`src/rtl/blink_if.sv`:
```
// LED drive interface: the blinker sources the active-low red LED pin,
// the board side consumes it.
interface blink_if;
   logic nLED_RED;

   modport master (output nLED_RED);
   modport slave  (input  nLED_RED);
endinterface

```
`src/rtl/blink_top.sv`:
```
// Red LED blinker: a prescaler makes a millisecond tick, a millisecond counter
// flips the on/off phase every TOGGLE_MS, and an 8-bit PWM dims the on-phase.
module blink_top #(
   parameter int CLK_FREQ_HZ = 12_000_000,
   parameter int TOGGLE_MS   = 10,
   parameter int DUTY        = 256
) (
   input  logic     clk,
   input  logic     rst_n,
   blink_if.master  led_if
);
   localparam int          DIV        = CLK_FREQ_HZ / 1000;
   localparam int          PW         = $clog2(DIV);
   localparam int          MW         = $clog2(TOGGLE_MS + 1);
   localparam logic [PW-1:0] PRESC_MAX = PW'(DIV - 1);
   localparam logic [MW-1:0] MS_MAX    = MW'(TOGGLE_MS - 1);
   localparam logic [8:0]  DUTY_9     = 9'(DUTY);

   logic [PW-1:0] presc_q,   presc_d;
   logic [MW-1:0] ms_q,      ms_d;
   logic          phase_q,   phase_d;
   logic [7:0]    pwm_cnt_q, pwm_cnt_d;
   logic          nled_q,    nled_d;
   logic          ms_tick_s;
   logic          led_on_s;

   // Next-state for all counters; every wrap is evaluated independently so
   // coincident wraps all land on the same edge.
   always_comb begin
      ms_tick_s = (presc_q == PRESC_MAX);
      presc_d   = presc_q + PW'(1);
      ms_d      = ms_q;
      phase_d   = phase_q;
      if (ms_tick_s) begin
         presc_d = '0;
         if (ms_q == MS_MAX) begin
            ms_d    = '0;
            phase_d = ~phase_q;
         end else begin
            ms_d    = ms_q + MW'(1);
         end
      end else begin
         presc_d = presc_q + PW'(1);
      end
      pwm_cnt_d = pwm_cnt_q + 8'd1;
      // 9-bit compare so DUTY = 256 keeps the LED solidly lit
      led_on_s  = phase_q & ({1'b0, pwm_cnt_q} < DUTY_9);
      nled_d    = ~led_on_s;
   end

   // State registers; the pin flop resets high so the LED is dark in reset.
   always_ff @(posedge clk or negedge rst_n) begin
      if (!rst_n) begin
         presc_q   <= '0;
         ms_q      <= '0;
         phase_q   <= 1'b0;
         pwm_cnt_q <= 8'd0;
         nled_q    <= 1'b1;
      end else begin
         presc_q   <= presc_d;
         ms_q      <= ms_d;
         phase_q   <= phase_d;
         pwm_cnt_q <= pwm_cnt_d;
         nled_q    <= nled_d;
      end
   end

   assign led_if.nLED_RED = nled_q;
endmodule

```
`src/flat_wrapper.sv`:
```
// flat-port wrapper written by rule: the top's interface ports become plain ports
module blink_top_flat 
#(
   parameter int CLK_FREQ_HZ = 12_000_000,
   parameter int TOGGLE_MS   = 10,
   parameter int DUTY        = 256
)
  (clk, rst_n, led_if_nLED_RED);
  blink_if led_if_i ();
  input  logic clk;
  input  logic rst_n;
  output wire logic [$bits(led_if_i.nLED_RED)-1:0] led_if_nLED_RED;
  assign led_if_nLED_RED = led_if_i.nLED_RED;
  blink_top #(.CLK_FREQ_HZ(CLK_FREQ_HZ), .TOGGLE_MS(TOGGLE_MS), .DUTY(DUTY)) u_core (.clk(clk), .rst_n(rst_n), .led_if(led_if_i));
endmodule
```
`config.mk`:
```
export PLATFORM = sky130hd
export DESIGN_NAME = blink_top_flat
export DESIGN_NICKNAME = d
export VERILOG_FILES = /design/src/rtl/blink_if.sv /design/src/rtl/blink_top.sv /design/src/flat_wrapper.sv
export SDC_FILE = /design/constraint.sdc
export NUM_CORES = 1
export LEC_CHECK = 0
export ABC_CLOCK_PERIOD_IN_PS = 5210
export CAP_MARGIN = 20
export CORE_UTILIZATION = 30
export CTS_CLUSTER_DIAMETER = 80
export DETAILED_ROUTE_END_ITERATION = 8
export HOLD_SLACK_MARGIN = 0.05
export PLACE_DENSITY_LB_ADDON = 0.3
export SYNTH_ARGS = -nofsm -noshare
export SYNTH_HDL_FRONTEND = slang
export SYNTH_SLANG_ARGS = --single-unit
```
`constraint.sdc`:
```
create_clock -name clk -period 5.21 [get_ports clk]
set_clock_uncertainty 0.2 [all_clocks]
set_input_delay 0.521 -clock clk [delete_from_list [all_inputs] [get_ports clk]]
set_output_delay 0.521 -clock clk [all_outputs]
set_load 0.01 [all_outputs]
```
==> Word level (Yosys, flattened, before mapping) <==
Index checks and enable logic that the tools add are counted.
{ "word_totals": {"regBits": 20, "input_bits": 2, "out_inout_bits": 1} }
{ "op_classes": {"n_addsub": 2, "eq_ne": 2, "muxes": 2, "n_bitwise": 1, "n_reduce_logical": 1} }
{ "ops": {"columns": ["op", "n"], "rows": [
  ["$add 14x1->14 const B", 1],
  ["$eq 14x14->1 const B", 1],
  ["$mux 14", 1],
  ["$add 4x1->4 const B", 1],
  ["$eq 4x4->1 const B", 1],
  ["$mux 4", 1],
  ["$reduce_and 2->1", 1],
  ["$not 1->1", 1]
]} }

==> Longest topological paths before layout <==
{ "depth": {"ltp_word": 2, "ltp_mapped": 6, "mapped_depth_nobuf": 5} }

==> Worst setup path before layout <==
Ideal clock, no wire load.
{ "synth_path": {"path_kind": "flip-flop to flip-flop", "start": "register u_core.presc_q[0]", "end": "register u_core.ms_q[1]", "setup_ps": 65, "t_arrival_ps": 1464, "setup_slack_ps": 3480, "stages_incl_launch_ff": 7, "n_path_buf": 1, "period_less_slack_ps": 1730, "path_cell_list": "dfrtp_1 -> ha_1 -> and4_1 -> buf_2 -> nand4_1 -> or3_1 -> nand2_1"} }
{ "synth_via": {"elab_chain_cells": 1} }
{ "synth_rtl": {"columns": ["element", "line", "source"], "rows": [
  ["start: declaration", "blink_top.sv:19", "logic [PW-1:0] presc_q, presc_d;"],
  ["start signal: assignment", "blink_top.sv:60", "presc_q <= presc_d;"],
  ["$eq 14x14->1", "blink_top.sv:30", "ms_tick_s = (presc_q == PRESC_MAX);"],
  ["end signal: assignment", "blink_top.sv:61", "ms_q <= ms_d;"],
  ["end: declaration", "blink_top.sv:20", "logic [MW-1:0] ms_q, ms_d;"]
]} }
Every way passes these cells.
A chain may end at the register's enable or synchronous reset.

==> Worst setup path after layout <==
{ "layout_path": {"start": "register u_core.nled_q, in the netlist u_core.led_if.nLED_RED", "end": "output port led_if_nLED_RED"} }
{ "layout_rtl": {"columns": ["element", "line", "source"], "rows": [
  ["start: declaration", "blink_top.sv:23", "logic nled_q, nled_d;"],
  ["start signal: assignment", "blink_top.sv:64", "nled_q <= nled_d;"],
  ["end: declaration", "flat_wrapper.sv:12", "output wire logic [$bits(led_if_i.nLED_RED)-1:0] led_if_nLED_RED;"]
]} }
No word-level cell between the ends.

==> summary.md <==
| Metric | Value |
|---|---|
| Status | finished, final reports clean |
| Gr usage total | roughly 11% |
| Worst slew margin | between 40% and 50% |
| Initial drt markers | 14 |
| Lkg Pwr | around 0.43 nW |
| Crit path time final | just over 2 ns |
| R2r setup slk | about 3.3 ns |
| Mapped Cells | between 80 and 90 |
| Gate power share | under 10% |
| Detailed Routing Iterations Pass 1 | 4 |
| Fmax | approximately 0.48 GHz |
| CTS Sinks | 20 |
| DRC viols | 0 |
| Syn nets | 91 |
| Clock Tree Buf Depth | 2 |
| R2r endpoint | u_core.presc_q[6] |
| Vias per inst | about 5.2 |
| CP cell instances | clkdlybuf4s50_1 |
| Average cell area after synthesis | 10.52 µm² |
| Layout cells sized above 1 | 9.677% |
| Reg2Reg Depth | 5 |
| Initial antenna violation count | 0 |
| H-tree depth | 1 |
| CP Max Fanout | 1 |
| Slew @ Worst Pin | about 0.87 ns |
| Switching Fraction | about a fifth |
| Number of synthesized register bits | 20 |
| Clk pin slew, worst setup/hold paths | 0.10 ns |
| Critical Path RT | roughly 4.5 ns |
| Hold crit path type | reg -> reg |
| Layout overhead on the synthesized area | 9.729% |
| CP endpoint kind | primary output |
| CP Launch Type | flop |
| Clock Latency Late Sink | around 0.30 ns |
| Slowest stage delay, CP | 0.53 ns |
| Synth Area in XOR/XNOR | 11.35% |
| RSZ-0062 raised after global routing | no |
| Post-synthesis compound-gate area fraction | between 3 and 4% |
| CTS buffer count | 3 |
| PortBufs | 2 |
| Sw Pwr | a little under 0.05 mW |
| Post-DP HPWL | about 1100 µm |
| Final worst-path cycle share | 39.63% |
| GR Overflow Total | 0 |
| Area contributors post-synth | dfrtp_1 51%, xnor2_1 6.6%, xor2_1 4.7% |
| # IOs | 3 |
| First-pass GRT wire length | 2711 µm |
| Post_cts resized | 0 |
| Antenna cell count | 0 |
| Post-synthesis sequential area ratio | a little over half |
| Setup TNS Final | 0 ns |
| Rows | 19 |
| Die width | roughly 58 µm |
| Mux contribution to synthesized area | 0% |
| Top-count cell post-synth | dfrtp_1 |
| Setup bufs post-CTS | 0 |
| Antenna Nets Post-Route | 0 |
| Fin util | a little over a third |
| Vias in the first global route | between 600 and 700 |
| Final hold violation count | 0 |
| Final slew viol count | 0 |
| Top cell type's share of synthesized area | around 51% |
| DP Area | about 980 µm² |
| Largest net degree at the start of global routing | 21 |
| Worst Hold Path EP | u_core.led_if.nLED_RED |
| Synth Area in Adders | 1.351% |
| Slowest cell on crit path | dfstp_2 |
| GPL Wtd Cong | just over 0.7 |
| CTS tree | yes |
| Nets | between 90 and 100 |
| Reg power frac | 63.0% |
| Fraction of registers with async set/reset | 100.0% |
| Core area | ~0.0028 mm² |
| Finished Cell Area | between 0.001 and 0.0015 mm² |
| Simple-gate share of the synthesized area | approximately 28% |
| Int Pwr | 0.1985 mW |
| Hold Path Cell Cnt | 1 |
| Synth cell count leaders | 19 x dfrtp_1, 9 x nor2_1, 8 x nand2_1, 7 x nand3_1, 7 x xnor2_1 |
| Routed vias | 640 |
| Post-Route WL | roughly 1600 µm |
| Crit path kind | reg -> out |
| Post-synth EDFFs | 0 |
| Crit path DAT | between 1 and 1.5 ns |
| Die Ht | roughly 58 µm |
| CTS Hold Buffers Added | 0 |
| Count of cell types in the netlist | 27 |
| Die area | roughly 0.0033 mm² |
| Initial Util | 32.73% |
| Top Family by Delay on Critical Path | flip-flops |
| Main combinational cell family by area after synthesis | simple AND/OR/NAND/NOR gates |
| Pwr Density | 242.6 mW/mm² |
| Final setup viols | 0 |
| Reg2reg start | u_core.presc_q[0] |
| Hold_sp | u_core.led_on_s |
| CP Buf/Inv Count | 1 |
| Clk root buf | clkbuf_4 |
| Avg WL per Cell | 12.57 µm |
| Max_cap viols | 0 |
| Clk network pwr share | a little over a third |
| Area of the mapped netlist | 925.9 µm² |
| Synth area leader | dfrtp_1 |
| Primary FF master, synth | dfrtp_1 |
| Worst VDD drop | around 0.093 mV |
| Yosys warning count | 0 |
==> through the flow <==
step	total power, mW	hold slack, ns	setup slack (ns)	instances
2_1_floorplan	0.1582	0.02541	3.480	88
3_3_place_gp	0.1619	0.1681	3.371	120
3_5_place_dp	0.1619	0.1776	3.313	120
4_1_cts	0.2519	0.1935	3.120	124
5_1_grt	0.2599	0.2142	3.087	124
6_report	0.2465	0.1910	3.145	124
==> logic make-up (layout without fill, tap and decap cells) <==
family / count (synthesis) / in the layout
buffers and inverters: 4 / 9
AND/OR/NAND/NOR: 45 / 45
AO/OA/AOI/OAI: 6 / 6
XOR/XNOR: 12 / 12
adder cells (fa/ha/maj): 1 / 1
flip-flops: 20 / 20
==> cell usage in the layout (no fill, tap or decap), types with 2 or more instances in the layout <==
| cell | Yosys | routed |
|---|---|---|
| dfrtp_1 | 19 | 19 |
| nor2_1 | 9 | 9 |
| nand2_1 | 8 | 8 |
| xnor2_1 | 7 | 7 |
| nand3_1 | 7 | 7 |
| nand4_1 | 5 | 5 |
| xor2_1 | 5 | 5 |
| o21ai_0 | 3 | 3 |
| inv_1 | 3 | 3 |
| clkbuf_4 | 0 | 3 |
| and2_1 | 2 | 2 |
| nor4_1 | 2 | 2 |
| or3_1 | 2 | 2 |
| a21oi_1 | 2 | 2 |
| clkdlybuf4s50_1 | 0 | 2 |
==> power groups by stage <==
stage	combinational, mW	clock (mW)	sequential [mW]
2_1_floorplan	0.000000143	0	0.158
3_3_place_gp	0.00371	0	0.158
3_5_place_dp	0.00376	0	0.158
4_1_cts	0.00380	0.0929	0.155
5_1_grt	0.00423	0.100	0.155
6_report	0.00349	0.0878	0.155
==> state kept, by name (all words and copies together), names as in the netlist <==
signal and cells:
u_core.presc_q 14, u_core.led_if.nLED_RED 1, u_core.ms_q 4, u_core.led_on_s 1
==> how the worst max path moves through the flow <==
stage | start | slack [ns] | depth (start not counted) | endpoint
CTS | u_core.led_if.nLED_RED | 3.12 | 1 | led_if_nLED_RED
floorplan | u_core.presc_q[0] | 3.48 | 6 | u_core.ms_q[1]
global placement | u_core.presc_q[0] | 3.37 | 5 | u_core.led_on_s
finish | u_core.led_if.nLED_RED | 3.15 | 1 | led_if_nLED_RED
detailed placement | u_core.presc_q[0] | 3.31 | 5 | u_core.presc_q[6]
global route | u_core.led_if.nLED_RED | 3.09 | 1 | led_if_nLED_RED
==> metal layers <==
metal	vias up	routed length [µm]	GRT usage, %	share of wire (%)
li1	319	-	-	-
met1	311	743	14.57	48
met2	6	743	16.45	48
met3	4	26	1.361	1.7
met4	0	46	8.362	3.0
met5	-	0	0	0
==> final cells by class <==
cell class	instances	area (µm²)
multi-input combinational	64	407.9
sequential	20	501.7
tap	31	38.79
fill	297	1813
inverter	3	11.26
timing repair buffer	2	20.02
clock buffer	4	36.28
Note: power is estimated with default switching activity, not from simulation.
